**src/rtl/pipeline_pkg.sv**
```systemverilog
// Shared definitions for the pipelined datapath: word width, fetch FSM encoding
// and the reset/bubble constants used by the pipeline registers.
package pipeline_pkg;

    localparam int WORD_W = 32;

    localparam logic [WORD_W-1:0] RESET_PC_DEF  = 32'h0000_0000;
    localparam logic [WORD_W-1:0] NOP_INSTR_DEF = 32'h0000_0000;
    localparam logic [WORD_W-1:0] PC_STEP       = 32'd4;

    typedef enum logic [1:0] {
        FETCH_REQ  = 2'b00,
        FETCH_HOLD = 2'b01,
        FETCH_DROP = 2'b10
    } fetch_state_e;

endpackage

```
**src/rtl/fetch_skid_buf.sv**
```systemverilog
// One-entry {instr, pc} holding register that catches a memory response
// arriving while decode is stalled.
module fetch_skid_buf
    import pipeline_pkg::*;
(
    input  logic              clk,
    input  logic              reset,
    input  logic              load,
    input  logic              unload,
    input  logic              clear,
    input  logic [WORD_W-1:0] wr_instr,
    input  logic [WORD_W-1:0] wr_pc,
    output logic              full,
    output logic [WORD_W-1:0] rd_instr,
    output logic [WORD_W-1:0] rd_pc
);

    logic              full_r;
    logic [WORD_W-1:0] instr_r;
    logic [WORD_W-1:0] pc_r;

    // Occupancy flag; clear and unload take precedence over load.
    always_ff @(posedge clk) begin
        if (reset) begin
            full_r <= 1'b0;
        end else if (clear || unload) begin
            full_r <= 1'b0;
        end else if (load) begin
            full_r <= 1'b1;
        end else begin
            full_r <= full_r;
        end
    end

    // Payload is captured only on a load that is not being cleared.
    always_ff @(posedge clk) begin
        if (reset) begin
            instr_r <= {WORD_W{1'b0}};
            pc_r    <= {WORD_W{1'b0}};
        end else if (load && !clear) begin
            instr_r <= wr_instr;
            pc_r    <= wr_pc;
        end else begin
            instr_r <= instr_r;
            pc_r    <= pc_r;
        end
    end

    assign full     = full_r;
    assign rd_instr = instr_r;
    assign rd_pc    = pc_r;

endmodule

```
**src/rtl/fetch_stage.sv**
```systemverilog
// Instruction-fetch stage: owns the PC, the single-outstanding imem handshake,
// redirect handling and the IF/ID pipeline register.
module fetch_stage
    import pipeline_pkg::*;
#(
    parameter logic [WORD_W-1:0] RESET_PC  = RESET_PC_DEF,
    parameter logic [WORD_W-1:0] NOP_INSTR = NOP_INSTR_DEF
)(
    input  logic              clk,
    input  logic              reset,
    output logic              imem_req,
    output logic [WORD_W-1:0] imem_addr,
    input  logic              imem_rvalid,
    input  logic [WORD_W-1:0] imem_rdata,
    input  logic              redirect,
    input  logic [WORD_W-1:0] redirect_pc,
    input  logic              id_ready,
    output logic              id_valid,
    output logic [WORD_W-1:0] id_instr,
    output logic [WORD_W-1:0] id_pc,
    output logic [WORD_W-1:0] id_pc4
);

    fetch_state_e      state_r, state_s;
    logic [WORD_W-1:0] pc_r, pc_s;
    logic [WORD_W-1:0] fetch_addr_r;
    logic [WORD_W-1:0] pc_plus4_s;
    logic              can_load_s;

    logic              id_valid_r, id_valid_s;
    logic [WORD_W-1:0] id_instr_r, id_instr_s;
    logic [WORD_W-1:0] id_pc_r, id_pc_s;
    logic [WORD_W-1:0] id_pc4_r, id_pc4_s;

    logic              skid_load_s, skid_unload_s, skid_clear_s;
    logic              skid_full_s;
    logic [WORD_W-1:0] skid_instr_s, skid_pc_s;

    fetch_skid_buf u_skid (
        .clk      (clk),
        .reset    (reset),
        .load     (skid_load_s),
        .unload   (skid_unload_s),
        .clear    (skid_clear_s),
        .wr_instr (imem_rdata),
        .wr_pc    (pc_r),
        .full     (skid_full_s),
        .rd_instr (skid_instr_s),
        .rd_pc    (skid_pc_s)
    );

    assign pc_plus4_s = pc_r + PC_STEP;
    assign can_load_s = !id_valid_r || id_ready;

    // Next-state, next-PC and IF/ID update; redirect overrides everything.
    always_comb begin
        state_s       = state_r;
        pc_s          = pc_r;
        id_pc_s       = id_pc_r;
        id_pc4_s      = id_pc4_r;
        skid_load_s   = 1'b0;
        skid_unload_s = 1'b0;
        skid_clear_s  = 1'b0;
        if (id_ready) begin
            id_valid_s = 1'b0;
            id_instr_s = NOP_INSTR;
        end else begin
            id_valid_s = id_valid_r;
            id_instr_s = id_instr_r;
        end

        if (redirect) begin
            pc_s         = redirect_pc;
            id_valid_s   = 1'b0;
            id_instr_s   = NOP_INSTR;
            skid_clear_s = 1'b1;
            // A request still in flight must be drained before refetching.
            if ((state_r != FETCH_HOLD) && !imem_rvalid) begin
                state_s = FETCH_DROP;
            end else begin
                state_s = FETCH_REQ;
            end
        end else begin
            case (state_r)
                FETCH_REQ: begin
                    if (imem_rvalid) begin
                        pc_s = pc_plus4_s;
                        if (can_load_s) begin
                            id_valid_s = 1'b1;
                            id_instr_s = imem_rdata;
                            id_pc_s    = pc_r;
                            id_pc4_s   = pc_plus4_s;
                            state_s    = FETCH_REQ;
                        end else begin
                            skid_load_s = 1'b1;
                            state_s     = FETCH_HOLD;
                        end
                    end else begin
                        state_s = FETCH_REQ;
                    end
                end
                FETCH_HOLD: begin
                    if (id_ready && skid_full_s) begin
                        id_valid_s    = 1'b1;
                        id_instr_s    = skid_instr_s;
                        id_pc_s       = skid_pc_s;
                        id_pc4_s      = skid_pc_s + PC_STEP;
                        skid_unload_s = 1'b1;
                        state_s       = FETCH_REQ;
                    end else if (!skid_full_s) begin
                        state_s = FETCH_REQ;
                    end else begin
                        state_s = FETCH_HOLD;
                    end
                end
                FETCH_DROP: begin
                    if (imem_rvalid) begin
                        state_s = FETCH_REQ;
                    end else begin
                        state_s = FETCH_DROP;
                    end
                end
                default: begin
                    state_s = FETCH_REQ;
                end
            endcase
        end
    end

    // State, PC and fetch address; the address freezes while draining in DROP.
    always_ff @(posedge clk) begin
        if (reset) begin
            state_r      <= FETCH_REQ;
            pc_r         <= RESET_PC;
            fetch_addr_r <= RESET_PC;
        end else begin
            state_r <= state_s;
            pc_r    <= pc_s;
            if (state_s == FETCH_DROP) begin
                fetch_addr_r <= fetch_addr_r;
            end else begin
                fetch_addr_r <= pc_s;
            end
        end
    end

    // IF/ID pipeline register.
    always_ff @(posedge clk) begin
        if (reset) begin
            id_valid_r <= 1'b0;
            id_instr_r <= NOP_INSTR;
            id_pc_r    <= {WORD_W{1'b0}};
            id_pc4_r   <= {WORD_W{1'b0}};
        end else begin
            id_valid_r <= id_valid_s;
            id_instr_r <= id_instr_s;
            id_pc_r    <= id_pc_s;
            id_pc4_r   <= id_pc4_s;
        end
    end

    assign imem_req  = !reset && (state_r != FETCH_HOLD);
    assign imem_addr = fetch_addr_r;
    assign id_valid  = id_valid_r;
    assign id_instr  = id_instr_r;
    assign id_pc     = id_pc_r;
    assign id_pc4    = id_pc4_r;

endmodule

```
**config.mk**
```make
export PLATFORM = sky130hd
export DESIGN_NAME = fetch_stage
export DESIGN_NICKNAME = d
export VERILOG_FILES = /design/src/rtl/pipeline_pkg.sv /design/src/rtl/fetch_skid_buf.sv /design/src/rtl/fetch_stage.sv
export SDC_FILE = /design/constraint.sdc
export NUM_CORES = 1
export LEC_CHECK = 0
export CAP_MARGIN = 20
export CORE_UTILIZATION = 53
export DETAILED_ROUTE_END_ITERATION = 8
export GPL_ROUTABILITY_DRIVEN = 0
export GPL_TIMING_DRIVEN = 0
export PLACE_DENSITY = 0.82
export SKIP_CTS_REPAIR_TIMING = 1
export SYNTH_ARGS = -nofsm -noshare
export SYNTH_HDL_FRONTEND = slang
export SYNTH_SLANG_ARGS = --single-unit
```
**constraint.sdc**
```tcl
create_clock -name clk -period 3.9 [get_ports clk]
set_input_delay 0.975 -clock clk [delete_from_list [all_inputs] [get_ports clk]]
set_output_delay 0.975 -clock clk [all_outputs]
set_load 0.01 [all_outputs]
```
==> results of run 1 <==
## power breakdown
part	leakage, nW	internal [W]	switching [W]	total, W
Sequential	1.84	0.00240	0.0000588	0.00246
Clock	0.380	0.00132	0.000961	0.00228
Combinational	2.33	0.000318	0.000405	0.000723
## synth_stat cells (6+ instances only)
master | n | share of area
a22oi_1 | 6 | 0.0042
mux2i_1 | 13 | 0.012
o31a_1 | 19 | 0.016
and3_1 | 7 | 0.0041
clkbuf_1 | 121 | 0.042
nand3b_1 | 27 | 0.019
buf_1 | 9 | 0.0031
a21o_1 | 6 | 0.0042
dfxtp_1 | 226 | 0.42
o211ai_1 | 8 | 0.0056
o21a_1 | 20 | 0.014
nor2_1 | 86 | 0.030
nor2b_1 | 9 | 0.0052
a311oi_1 | 32 | 0.026
or3_1 | 14 | 0.0082
nor4_1 | 34 | 0.020
o31ai_1 | 19 | 0.013
nand3_1 | 49 | 0.023
nand4_1 | 22 | 0.013
o21ai_0 | 22 | 0.010
nor3_1 | 66 | 0.031
nand2_1 | 314 | 0.11
a31oi_1 | 32 | 0.019
a211oi_1 | 7 | 0.0049
xnor2_1 | 20 | 0.016
a21oi_1 | 90 | 0.042
xor2_1 | 23 | 0.019
## sequential cells by signal, indices dropped and copies added (netlist names), 2 cells and up
| name | cells |
|---|---|
| u_skid.rd_instr | 32 |
| id_pc4 | 30 |
| state_r | 2 |
| id_instr | 32 |
| imem_addr | 32 |
| pc_r | 32 |
| id_pc | 32 |
| u_skid.rd_pc | 32 |
## through the flow
step           std cells   util  hold slack, ns
6_report            1893  0.703           0.451
5_1_grt             1893  0.703           0.473
4_1_cts             1893  0.703           0.454
3_5_place_dp        1851  0.663           0.447
3_3_place_gp        1850  0.663           0.440
2_1_floorplan       1389      -           0.437
## cell families (layout without fill, tap and decap cells)
kind of cell,count (synthesis),in the layout,synth area share
fa+ha+maj,2,2,0.00233
flops,226,226,0.422
xor+xnor,43,43,0.0351
compound gates,296,296,0.188
simple gates,661,661,0.286
mux,14,14,0.0132
buf+inv,147,386,0.0541
## area by class of cell
type,count,area [µm²]
plain buffers,139,554
multi-input cells,1016,5640
inverters,8,30.0
clock buffers,37,709
clock inverters,5,65.1
well taps,265,332
repair buffers,197,1970
fillers,1659,5830
flip-flops and latches,226,4520
## worst register-to-register path: stages (launching register included)
cell and delay (ns):
dfxtp_1 0.30, clkbuf_1 0.45, nand4_1 0.40, or4_4 0.64
buf_2 0.21, nor3_1 0.22, mux2_2 0.38, o41ai_1 0.32
## per-layer routing
metal | share of wire | global-route usage | up-vias
met5 | 0 | 0 | -
met4 | 0.045 | 0.149 | 0
met3 | 0.11 | 0.0712 | 129
met2 | 0.45 | 0.551 | 705
met1 | 0.39 | 0.454 | 5342
li1 | - | - | 5363
## how the worst max path moves through the flow
stage | endpoint | slack [ns] | cells past startpoint
2_1_floorplan | imem_addr[30] | 0.85 | 7
3_3_place_gp | id_pc[27] | -0.35 | 7
3_5_place_dp | id_pc[26] | -0.35 | 8
4_1_cts | imem_req | -0.05 | 6
5_1_grt | imem_req | 0.13 | 6
6_report | imem_req | 0.23 | 6
==> metrics.txt, run 1 <==
Final Max Slew Viols=0; I/O Pins=199; ant diodes=0; crit start category=flip-flop; Lkg Pwr=4.55 nW; maximum clock insertion buffer count=3; crit-path max FO=10; RSZ-0062 raised after global routing=no; initial antenna violation count=0; CP peak stage delay=0.52 ns; CP Data Required Time=2.92 ns; hold depth=2; worst path cell trace=clkbuf_1 > nor2b_1 > clkbuf_2 > clkbuf_2 > nor2_1 > clkdlybuf4s50_1; R2R Setup Slk=0.87 ns; number of synthesized flops with an enable pin=0; Die ar.=20800 µm²; placed cell area=13000 µm²; clock root cell=clkbuf_16; CP arrival=2.69 ns; family with the most delay on the worst path=buffers and inverters; gr usage total=0.347; Synth Instances=1389; Tightest Pin Transition=1.10 ns; grt ovf=0; Final setup viols=0; fin crit period=3.67 ns; share of cells above drive strength 1=0.0369; via count=11500; TNS Setup=0 ns; die width=144 µm; Layout Nets=1683; Via density=6.10; asr flop ratio synth=0; setup ws final=0.231 ns; Fin. Hold Viols=0; post-route cell area=13800 µm²; # port buffers=196; clk_lat worst skew=0.53 ns; most common library cell in the layout ignoring fill and taps=nand2_1; Starting Density=0.546; Peak supply drop=301 µV; largest net degree at the start of global routing=14; Crit Path Class=flip-flop to primary output; Syn Area/Cell=7.73 µm²; Worst Hold End=imem_addr[5]; Crit path top cell by count=clkbuf_2; std cell rows=51; # clock sinks=226; CP max-delay cell=clkdlybuf4s50_1; CTS tree=done; WL final=36800 µm; Reg2Reg Depth=7; vias in the first global route=10600; Max Fclk=0.273 GHz; Tcrit/Tclk final=0.941; Routed wire per std cell=19.4 µm; Synth cell types=61; WP buf/inv=4; Setup WS pre-CTS=-0.347 ns; PnR Total Power=0.00546 W; flop and latch count out of synthesis=226; Worst Hold Launch=imem_addr[5]; Reg clk slew, reported paths=0.06 ns; yosys warns=0; DR pass1 iterations=7; Area Growth Syn to Fin=28.8%; sequential area share after synthesis=0.422; worst r2r src=pc_r[13]; drt drc=0; Reg2Reg Capture Point=imem_addr[30]; die height=144 µm; DP Wirelength=27100 µm; Mapped Area=10700 µm²; syn_nets=1460; Critical Path Start=state_r[0]; CP endpoint kind=primary output; TritonCTS buffer count=24; core area=19700 µm²; Max-cap violations=0; Max-slew headroom=0.260; antenna viol nets, final=0; prevailing post-synth register cell=dfxtp_1; power per cell area=395 nW/µm²; outcome=completed; worst min-delay path class=flip-flop to flip-flop; Starting DRT DRC Count=1428; first-pass GRT wire length=55900 µm; most frequent cells in the layout=nand2_1 (314), dfxtp_1 (226), clkdlybuf4s50_1 (196); Layout Skew=0.0114 ns; CTS H-Tree Depth=1
Power figures use the tool's default switching activity.
==> run 2: changes to the inputs <==
--- a/config.mk
+++ b/config.mk
@@ -6,12 +6,15 @@
 export NUM_CORES = 1
 export LEC_CHECK = 0
 export CAP_MARGIN = 20
+export CORE_ASPECT_RATIO = 0.7
+export CORE_MARGIN = 5
 export CORE_UTILIZATION = 53
 export DETAILED_ROUTE_END_ITERATION = 8
 export GPL_ROUTABILITY_DRIVEN = 0
 export GPL_TIMING_DRIVEN = 0
 export PLACE_DENSITY = 0.82
 export SKIP_CTS_REPAIR_TIMING = 1
+export SKIP_LAST_GASP = 1
 export SYNTH_ARGS = -nofsm -noshare
 export SYNTH_HDL_FRONTEND = slang
 export SYNTH_SLANG_ARGS = --single-unit
==> metrics.txt, run 2 (same netlist as run 1, synthesis figures left out) <==
outcome=completed; footprint of the multi-input gates=5630 µm²; post-route cell area=13800 µm²; DR pass1 iterations=8; core area=19900 µm²; R2R Setup Slk=0.82 ns; hold depth=2; Crit Path Class=input pin to primary output; Worst Hold Launch=imem_addr[25]; Final Hold Slack=0.454 ns; Reg2Reg Capture Point=imem_addr[30]; Tcrit/Tclk final=0.992; CTS H-Tree Depth=1; CP endpoint kind=primary output; vias in the first global route=11000; std cell rows=43; Final Non-Filler Cells=1898; Starting Density=0.541; CP Data Required Time=2.92 ns; Max-slew headroom=0.419; Max Fclk=0.258 GHz; Area Growth Syn to Fin=28.6%; worst r2r src=pc_r[13]; initial antenna violation count=0; Fin. Hold Viols=0; # port buffers=196; Lkg Pwr=4.54 nW; most frequent cells in the layout=nand2_1 (314), dfxtp_1 (226), clkdlybuf4s50_1 (196); Worst Hold End=imem_addr[25]; Setup WS pre-CTS=-0.403 ns; Die ar.=23200 µm²; gr usage total=0.315; Via density=6.19; DP Wirelength=28600 µm; ant diodes=0; Starting DRT DRC Count=1617; Reg clk slew, reported paths=0.06 ns; crit start category=input pin; TNS Setup=0 ns; crit-path max FO=10; share of cells above drive strength 1=0.0338; RSZ-0062 raised after global routing=yes; Placed Cells incl. Taps=1857; power per cell area=396 nW/µm²; Max-cap violations=0; CTS tree=done; clk_lat worst skew=0.53 ns; grt ovf=0; die height=129 µm; antenna viol nets, final=0; Layout Skew=0.0252 ns; largest net degree at the start of global routing=14; die width=180 µm; maximum clock insertion buffer count=3; Layout Nets=1683; via count=11700; worst min-delay path class=flip-flop to flip-flop; Tightest Pin Transition=0.866 ns; fin crit period=3.87 ns; drt drc=0; I/O Pins=199; # clock sinks=226; CP arrival=2.90 ns; first-pass GRT wire length=59600 µm; WL final=38700 µm; Filler cells=1607; Final setup viols=0; placed cell area=13000 µm²; FF/Latch Area=4520 µm²; Peak supply drop=295 µV; most common library cell in the layout ignoring fill and taps=nand2_1; clock root cell=clkbuf_16; Final Max Slew Viols=0; Routed wire per std cell=20.4 µm; setup ws final=0.0295 ns; Reg2Reg Depth=7; TritonCTS buffer count=23
-- run 2: power breakdown --
group	switching [W]	internal, W
sequential	0.0000629	0.00240
combinational	0.000417	0.000318
clock	0.000927	0.00133
total	0.00141	0.00405
-- run 2: per-stage QoR --
step / utilization / total power [W]
floorplan: - / 0.00286
global placement: 0.656 / 0.00321
detailed placement: 0.657 / 0.00322
CTS: 0.695 / 0.00544
global route: 0.695 / 0.00561
finish: 0.695 / 0.00546
-- run 2: worst max path at each step --
stage,startpoint,endpoint
global route,state_r[0],imem_req
detailed placement,id_ready,id_pc[26]
global placement,imem_rvalid,id_pc[26]
finish,reset,imem_req
floorplan,imem_rvalid,imem_addr[30]
CTS,state_r[0],imem_req
-- run 2: layout make-up --
type | count | area share
timing repair buffer | 198 | 0.143
clock buffer | 34 | 0.0462
inverter | 8 | 0.00218
multi-input combinational | 1016 | 0.408
clock inverter | 7 | 0.00825
sequential | 226 | 0.328
tap | 270 | 0.0245
buffer | 139 | 0.0400
-- run 2: worst max-delay path: stages --
cell and delay, ns:
clkbuf_1 0.16, clkbuf_1 0.69, clkbuf_1 0.43, nor2_1 0.13
clkdlybuf4s50_1 0.51
-- run 2: layer usage --
layer,vias to the layer above,global-route usage,part of all wire
met1,5434,0.462,0.43
li1,5373,-,-
met3,105,0.0909,0.14
met4,0,0.0880,0.030
met5,-,0,0
met2,833,0.454,0.41
==> run 3: changes to the inputs <==
--- a/config.mk
+++ b/config.mk
@@ -9,6 +9,7 @@
 export CORE_ASPECT_RATIO = 0.7
 export CORE_MARGIN = 5
 export CORE_UTILIZATION = 53
+export CTS_CLUSTER_DIAMETER = 50
 export DETAILED_ROUTE_END_ITERATION = 8
 export GPL_ROUTABILITY_DRIVEN = 0
 export GPL_TIMING_DRIVEN = 0
==> metrics.txt, run 3 (same netlist as run 1, synthesis figures left out) <==
Final Max Slew Viols=0; share of total power in the clock network=0.440; Lkg Pwr=4.58 nW; maximum clock insertion buffer count=3; power per cell area=412 nW/µm²; Crit Path Class=input pin to primary output; clk_lat worst skew=0.53 ns; sequential fraction of design power=0.431; drt drc=0; DP Wirelength=28600 µm; Area Growth Syn to Fin=29.5%; Comb power frac=0.128; CTS H-Tree Depth=1; initial antenna violation count=0; RSZ-0062 raised after global routing=yes; TNS Setup=-0.0147 ns; die width=180 µm; via count=11800; Max Fclk=0.255 GHz; crit start category=input pin; Starting DRT DRC Count=1694; Psw=0.00143 W; Fin. Hold Viols=0; gr usage total=0.314; Final setup viols=1; post-layout util=0.700; fin crit period=3.91 ns; # clock sinks=226; sw frac=0.250; Layout Skew=0.0183 ns; Routed wire per std cell=20.4 µm; largest net degree at the start of global routing=15; CTS tree=done; Tightest Pin Transition=0.925 ns; internal power=0.00429 W; Tcrit/Tclk final=1.00; Peak supply drop=302 µV; Layout Nets=1683; Max-slew headroom=0.379; Via density=6.21; vias in the first global route=11000; worst min-delay path class=flip-flop to flip-flop; DR pass1 iterations=6; CP arrival=2.94 ns; std cell rows=43; crit-path max FO=10; share of cells above drive strength 1=0.0350; antenna viol nets, final=0; CP endpoint kind=primary output; Reg clk slew, reported paths=0.06 ns; core area=19900 µm²; most common library cell in the layout ignoring fill and taps=nand2_1; outcome=finished, violations left; I/O Pins=199; first-pass GRT wire length=59500 µm; most frequent cells in the layout=nand2_1 (314), dfxtp_1 (226), clkdlybuf4s50_1 (196); WL final=38700 µm; # port buffers=196; grt ovf=0; CP Data Required Time=2.92 ns; Die ar.=23200 µm²; Final Hold Slack=0.456 ns; die height=129 µm; failing checks=negative setup slack; Max-cap violations=0; clock root cell=clkbuf_16; Starting Density=0.541; TritonCTS buffer count=23; setup ws final=-0.0147 ns
==> run 3: critical path, cell delays in order <==
cell and delay, ns:
clkbuf_1 0.16, clkbuf_1 0.70, clkbuf_1 0.44, nor2_1 0.14, clkdlybuf4s50_1 0.51
==> run 3: layout make-up <==
cell class,instances,area [µm²]
diodes,1,2.50
well taps,270,338
repair buffers,198,1970
multi-input cells,1016,5630
plain buffers,139,552
flip-flops and latches,226,4520
inverters,8,30.0
clock inverters,10,229
fillers,1579,5960
clock buffers,31,616
==> run 3: worst paths after layout <==
check / end / slack, ns / depth (start not counted) / start
setup reg to reg: imem_addr[30] / 0.78 / 7 / pc_r[13]
setup / recovery: imem_req / -0.01 / 5 / reset
hold / removal: imem_addr[25] / 0.46 / 2 / imem_addr[25]
hold reg to reg: imem_addr[25] / 0.46 / 2 / imem_addr[25]
==> run 3: power groups by stage <==
stage	Combinational (W)	Sequential (W)	Clock, W
after floorplan	0.000324	0.00253	0
after global placement	0.000699	0.00251	0
after detailed placement	0.000709	0.00251	0
after CTS	0.000715	0.00246	0.00251
after global routing	0.000777	0.00248	0.00261
final	0.000733	0.00247	0.00252
==> run 3: per-stage QoR <==
step,std cells,power [W],cell area (µm²),worst slack [ns]
6_report,1899,0.00572,13900,-0.0147
5_1_grt,1898,0.00587,13900,-0.0899
4_1_cts,1898,0.00569,13900,-0.0947
3_5_place_dp,1857,0.00322,13000,-0.403
3_3_place_gp,1855,0.00321,13000,-0.309
2_1_floorplan,1389,0.00286,10700,0.848
==> run 3: routing by layer <==
metal / global-route usage / wire length (µm)
met1: 0.460 / 16300
met2: 0.452 / 15700
met3: 0.0895 / 5440
met4: 0.0907 / 1210
met5: 0 / 0
